[src/rtl/bcd_pkg.sv]
// Shared BCD definitions: digit type, radix constants and a digit-range check.
package bcd_pkg;

    localparam int BCD_W     = 4;
    localparam int BCD_RADIX = 10;
    localparam int BCD_MAX   = 9;

    typedef logic [BCD_W-1:0] bcd_digit_t;

    function automatic logic is_bcd(input bcd_digit_t digit);
        return (digit <= bcd_digit_t'(BCD_MAX));
    endfunction

endpackage

[src/rtl/bcd_sub_digit_core.sv]
// Combinational single-digit BCD subtract: a - b - borrowIn with decimal borrow.
module bcd_sub_digit_core
    import bcd_pkg::*;
(
    input  bcd_digit_t a,
    input  bcd_digit_t b,
    input  logic       borrowIn,
    output bcd_digit_t result,
    output logic       borrowOut,
    output logic       digitErr
);

    logic [BCD_W:0] diff;
    logic           bad;

    assign bad  = !is_bcd(a) || !is_bcd(b);
    assign diff = {1'b0, a} - {1'b0, b} - {{BCD_W{1'b0}}, borrowIn};

    // Bit BCD_W is the binary borrow; adding the radix mod 16 folds -10..-1 back to 0..9.
    always_comb begin
        result    = '0;
        borrowOut = 1'b0;
        digitErr  = 1'b0;
        if (bad) begin
            digitErr = 1'b1;
        end else if (diff[BCD_W]) begin
            result    = diff[BCD_W-1:0] + bcd_digit_t'(BCD_RADIX);
            borrowOut = 1'b1;
        end else begin
            result = diff[BCD_W-1:0];
        end
    end

endmodule

[src/rtl/bcd_sub_digit.sv]
// Registered single-digit BCD subtractor: one-cycle latency, one op per cycle.
module bcd_sub_digit
    import bcd_pkg::*;
#(
    parameter int DIGIT_W = 4
) (
    input  logic               clk,
    input  logic               rst,
    input  logic               inValid,
    input  logic [DIGIT_W-1:0] a,
    input  logic [DIGIT_W-1:0] b,
    input  logic               borrowIn,
    output logic               outValid,
    output logic [DIGIT_W-1:0] result,
    output logic               borrowOut,
    output logic               digitErr
);

    bcd_digit_t core_result;
    logic       core_borrow;
    logic       core_err;

    bcd_sub_digit_core u_core (
        .a        (bcd_digit_t'(a)),
        .b        (bcd_digit_t'(b)),
        .borrowIn (borrowIn),
        .result   (core_result),
        .borrowOut(core_borrow),
        .digitErr (core_err)
    );

    // Data outputs hold across idle cycles; only outValid drops.
    always_ff @(posedge clk) begin
        if (rst) begin
            outValid  <= 1'b0;
            result    <= '0;
            borrowOut <= 1'b0;
            digitErr  <= 1'b0;
        end else begin
            outValid <= inValid;
            if (inValid) begin
                result    <= DIGIT_W'(core_result);
                borrowOut <= core_borrow;
                digitErr  <= core_err;
            end
        end
    end

endmodule

[config.mk]
export PLATFORM = sky130hd
export DESIGN_NAME = bcd_sub_digit
export DESIGN_NICKNAME = d
export VERILOG_FILES = /design/src/rtl/bcd_pkg.sv /design/src/rtl/bcd_sub_digit_core.sv /design/src/rtl/bcd_sub_digit.sv
export SDC_FILE = /design/constraint.sdc
export NUM_CORES = 1
export LEC_CHECK = 0
export CORE_AREA = 3 3 40 42
export DETAILED_ROUTE_END_ITERATION = 6
export DIE_AREA = 0 0 43 45
export PLACE_DENSITY = 0.74
export SLEW_MARGIN = 20
export SYNTH_ARGS = -nofsm -noshare
export SYNTH_HDL_FRONTEND = slang
export SYNTH_SLANG_ARGS = --single-unit
[constraint.sdc]
create_clock -name clk -period 7.66 [get_ports clk]
set_input_delay 1.532 -clock clk [delete_from_list [all_inputs] [get_ports clk]]
set_output_delay 1.532 -clock clk [all_outputs]
set_load 0.03 [all_outputs]
## After elaboration in Yosys (flattened, before gate mapping)

Index checks and enable logic that the tools add are counted.

| word-level totals | value |
|---|---|
| register bits | 7 |
| bits of input ports | 12 |
| logic and storage cells | 17 |

| cells by class | value |
|---|---|
| reductions and logical operators | 3 |
| mux-type cells | 5 |
| add/subtract/negate cells | 3 |
| $lt $le $gt $ge | 2 |

Operators with widths:

| kind | count |
|---|---|
| <= comparator 4 bit (second input constant) | 2 |
| 2-to-1 mux 4 bit | 2 |
| subtractor 4 x 4 -> 5 bit | 1 |
| subtractor 5 x 1 -> 5 bit | 1 |
| adder 4 bit (second input constant) | 1 |
| 2-to-1 mux 1 bit | 3 |
| zero test 1 bit | 2 |
| logical OR 1 bit | 1 |

## Longest topological paths before layout

| depth | value |
|---|---|
| word-level depth | 5 |
| mapped depth | 9 |

## Hierarchy

Synthesis repeated with hierarchy kept, for this count alone.

| second synthesis, totals | value |
|---|---|
| cell total of the unflattened synthesis | 65 |
| area total of the unflattened synthesis | 573.0 um^2 |

Modules (own cells, without submodules):

| module | times used | cells each | area each (um^2) |
|---|---|---|---|
| bcd_sub_digit_core | 1 | 44 | 332.8 |
| bcd_sub_digit | 1 | 21 | 240.2 |

## Least setup slack after synthesis

Ideal clock, no wire load.

| timing path | value |
|---|---|
| kind | input to register |
| start | input b[0] |
| end | register result[3] |
| data arrival time | 3.344 ns |
| slack | 4.189 ns |
| cell stages on the path | 8 |
| cells stage by stage | inv_1 > fa_1 > fa_1 > nand2b_1 > a211oi_2 > o21bai_1 > and3b_1 > or3_1 |

| between the ends | value |
|---|---|
| word-level cells in the longest chain between the ends | 5 |
| elaborated cells on any way between the ends | 8 |
| those cells by class | 3 x add/sub; 1 x order compare; 2 x mux; 2 x reduce/logical |

Ends and longest elaborated chain:

| element | RTL line | RTL |
|---|---|---|
| start: declaration | bcd_sub_digit.sv:11 | `input logic [DIGIT_W-1:0] b,` |
| subtractor 4 x 4 -> 5 bit | bcd_sub_digit_core.sv:17 | `assign diff = {1'b0, a} - {1'b0, b} - {{BCD_W{1'b0}}, borrowIn};` |
| subtractor 5 x 1 -> 5 bit | bcd_sub_digit_core.sv:17 |  |
| adder 4 bit | bcd_sub_digit_core.sv:27 | `result = diff[BCD_W-1:0] + bcd_digit_t'(BCD_RADIX);` |
| 2-to-1 mux 4 bit | bcd_sub_digit_core.sv:26 | `end else if (diff[BCD_W]) begin` |
| 2-to-1 mux 4 bit (*) | bcd_sub_digit_core.sv:24 | `if (bad) begin` |
| end signal: assignment | bcd_sub_digit.sv:42 | `result <= DIGIT_W'(core_result);` |
| end: declaration | bcd_sub_digit.sv:14 | `output logic [DIGIT_W-1:0] result,` |

Every way passes the cells marked *; elsewhere a longest branch is shown, timed or not.
A chain may end at the register's enable or synchronous reset.

## Worst setup path after layout

Ends and elaborated chain as after synthesis.

==> impl_results.md <==
- Crit Path Category: in2reg
- Avg Cell Area, Syn: 8.758 um^2
- Post-CTS resize count: 0
- Net Count, Synth: 84
- Worst Setup Start Kind: input port
- Clock sinks: 7
- Final min period: 3.793 ns
- Worst-Margin Slew: 0.3205 ns
- CTS tree: yes
- Final net count: 106
- Storage element area: 140.1 um^2
- Clk_lat worst skew: 0.25 ns
- Synth Flop Type: dfxtp_1
- First-pass iteration count of the detailed router: 2
- Clock-pin transition on the worst setup and hold timing paths: 0.05 ns
- Critical Path Slowest Stage Cell: clkdlybuf4s50_1
- Worst Path Arrival: 3.92 ns
- Pwr per Cell Area: 156.9 nW/um^2
- Yosys reg bits: 7
- Worst-path cell chain: clkdlybuf4s50_1 -> inv_1 -> fa_1 -> fa_1 -> nand2b_1 -> a211oi_2 -> o21bai_1 -> and3b_1 -> or3_1
- Post-DP HPWL: 816.2 um
- Total of warnings raised by yosys: 0
- First-pass GRT wire length: 1.738 mm
- Total GRT Usage: 12.44%
- Max Slew Vio Count: 0
- Antenna Nets Post-Route: 0
- Post-Route WL: 965 um
- Area Overhead vs Synth: 40.14%
- Multi-input combinational cell area: 370.4 um^2
- Register area share after synthesis: 25.40%
- Outcome: completed
- Setup TNS: 0 ns
- Final setup fails: 0
- H-tree depth: 1
- Vias in the first global route: 476
- RSZ-0062 raised after global routing: false
- Final Hold Vio Count: 0
- Antenna cell count: 0
- Post-CTS setup buffers: 0
- CTS Buf Count: 3
- CP bufs+invs: 2
- Period utilization: 49.52%
- Max-Cap Viols: 0
- Post-Syn Area: 551.8 um^2
- Lkg Pwr: 0.0003385 uW
- Initial antenna violation count: 0
- Drc violations: 0
- Async SR Flop Fraction: 0%
- Yosys top cell by area: dfxtp_1
- Share of cells above drive strength 1: 5.952%
- I/O pin count: 19
- Synth cell count leaders: 10 x inv_1, 7 x dfxtp_1, 7 x ha_1
- IO Port Bufs: 18
- Peak supply drop: 0.06944 mV
- HP Class: reg2reg
- Initial DRC count: 4
- Final Wtd Congestion: 0.6628
- Largest fanout on the critical path: 2
- Vias per cell: 4.990
- Slew margin rel.: 78.56%
- Vias: 494
- Worst path max stage delay: 0.45 ns
- Fill cell count: 129
- Busiest grt layer: met2
- Wirelength per Cell: 9.747 um
- M3 GR Usage: 3.984%
- Die footprint: 1935 um^2
- Max Freq: 0.2636 GHz
- Root Buffer: clkbuf_4
- Post-synth EDFFs: 0
- Most used cell, CP: fa_1
- Bufs on Longest Clock Path: 2
- Layout Utilization: 60.18%
- Final global-route overflow total: 0
- Largest net degree at the start of global routing: 12
- Layout Skew: 0 ns
- Die H: 45 um
- Hold_buf cts: 0
- Cell variety after synth: 30
- Core Area: 1285 um^2
- Crit. End Element: register
- Initial core utilization: 42.94%
- Num rows: 13
- Count leader, synth: inv_1
- Critical path required time: 7.79 ns
- Die W: 43 um
- Met2 Usage GRT: 22.46%
- GR Layer Usage met1: 11.17%
- Top-area cell type share of the netlist area: 25.40%
- Delay-heaviest family, CP: adder cells
- Synth Instances: 63
- Synth area leaders: dfxtp_1 25%, ha_1 16%, fa_1 7.3%
[worst paths after layout]
| path | slack [ns] | end | cells past startpoint | from |
|---|---|---|---|---|
| max reg2reg | 6.82 | result[3] | 2 | result[3] |
| min | 0.47 | result[0] | 2 | result[0] |
| min reg2reg | 0.47 | result[0] | 2 | result[0] |
| max | 3.87 | result[3] | 9 | b[0] |
[sequential cells by signal, indices dropped and copies added (netlist names)]
signal	count
digitErr	1
result	4
borrowOut	1
outValid	1
[final cells by class]
cell class / instances / area share, %
Timing Repair Buffer: 18 / 23.30
Inverter: 10 / 4.854
Clock buffer: 4 / 3.398
Multi-Input combinational cell: 45 / 47.90
Tap cell: 15 / 2.427
Sequential cell: 7 / 18.12
[stage by stage]
stage	worst slack, ns	hold slack (ns)	power, uW	area [um^2]	std cells
6_report	3.867	0.4677	121.3	773.2	99
5_1_grt	3.745	0.4890	132.2	773.2	99
4_1_cts	3.855	0.4705	123.9	773.2	99
3_5_place_dp	3.613	0.4615	89.57	747.0	95
3_3_place_gp	3.641	0.4551	89.08	747.0	95
2_1_floorplan	4.189	0.5875	73.53	551.8	63
[power by group]
part,leakage [uW],internal (uW),switching (uW)
Combinational,0.000266,24.4,23.7
Sequential,0.0000574,39.1,1.05
Clock,0.0000150,19.9,13.2
[metal layers]
layer / wire length (um) / up-vias
met1: 358 / 217
met2: 482 / 19
met3: 92 / 4
met5: 0 / -
met4: 31 / 0
li1: - / 254
[cell families (layout without fill, tap and decap cells)]
family                   after synthesis  in the layout  synth area share, %
XOR/XNOR                               5              5                7.936
AND/OR/NAND/NOR                       18             18                19.73
AO/OA/AOI/OAI                         13             13                16.33
buffers and inverters                 11             32                7.483
adder cells (fa/ha/maj)                9              9                23.13
flip-flops                             7              7                25.40
[worst reg2reg max path: cells and delay by family, from the launching register on]
family / cells / cell delay (ns)
flip-flops: 1 / 0.30
AND/OR/NAND/NOR: 2 / 0.43
[cells in the final DEF (no fill, tap or decap), types with 2 or more instances in the layout]
master,n
a21oi_1,3
clkbuf_4,3
clkdlybuf4s50_1,18
dfxtp_1,7
fa_1,2
ha_1,7
inv_1,10
nand2b_1,4
nand3_1,2
nor2_1,2
o21ai_0,2
xor2_1,4
Note: power is estimated with default switching activity, not from simulation.
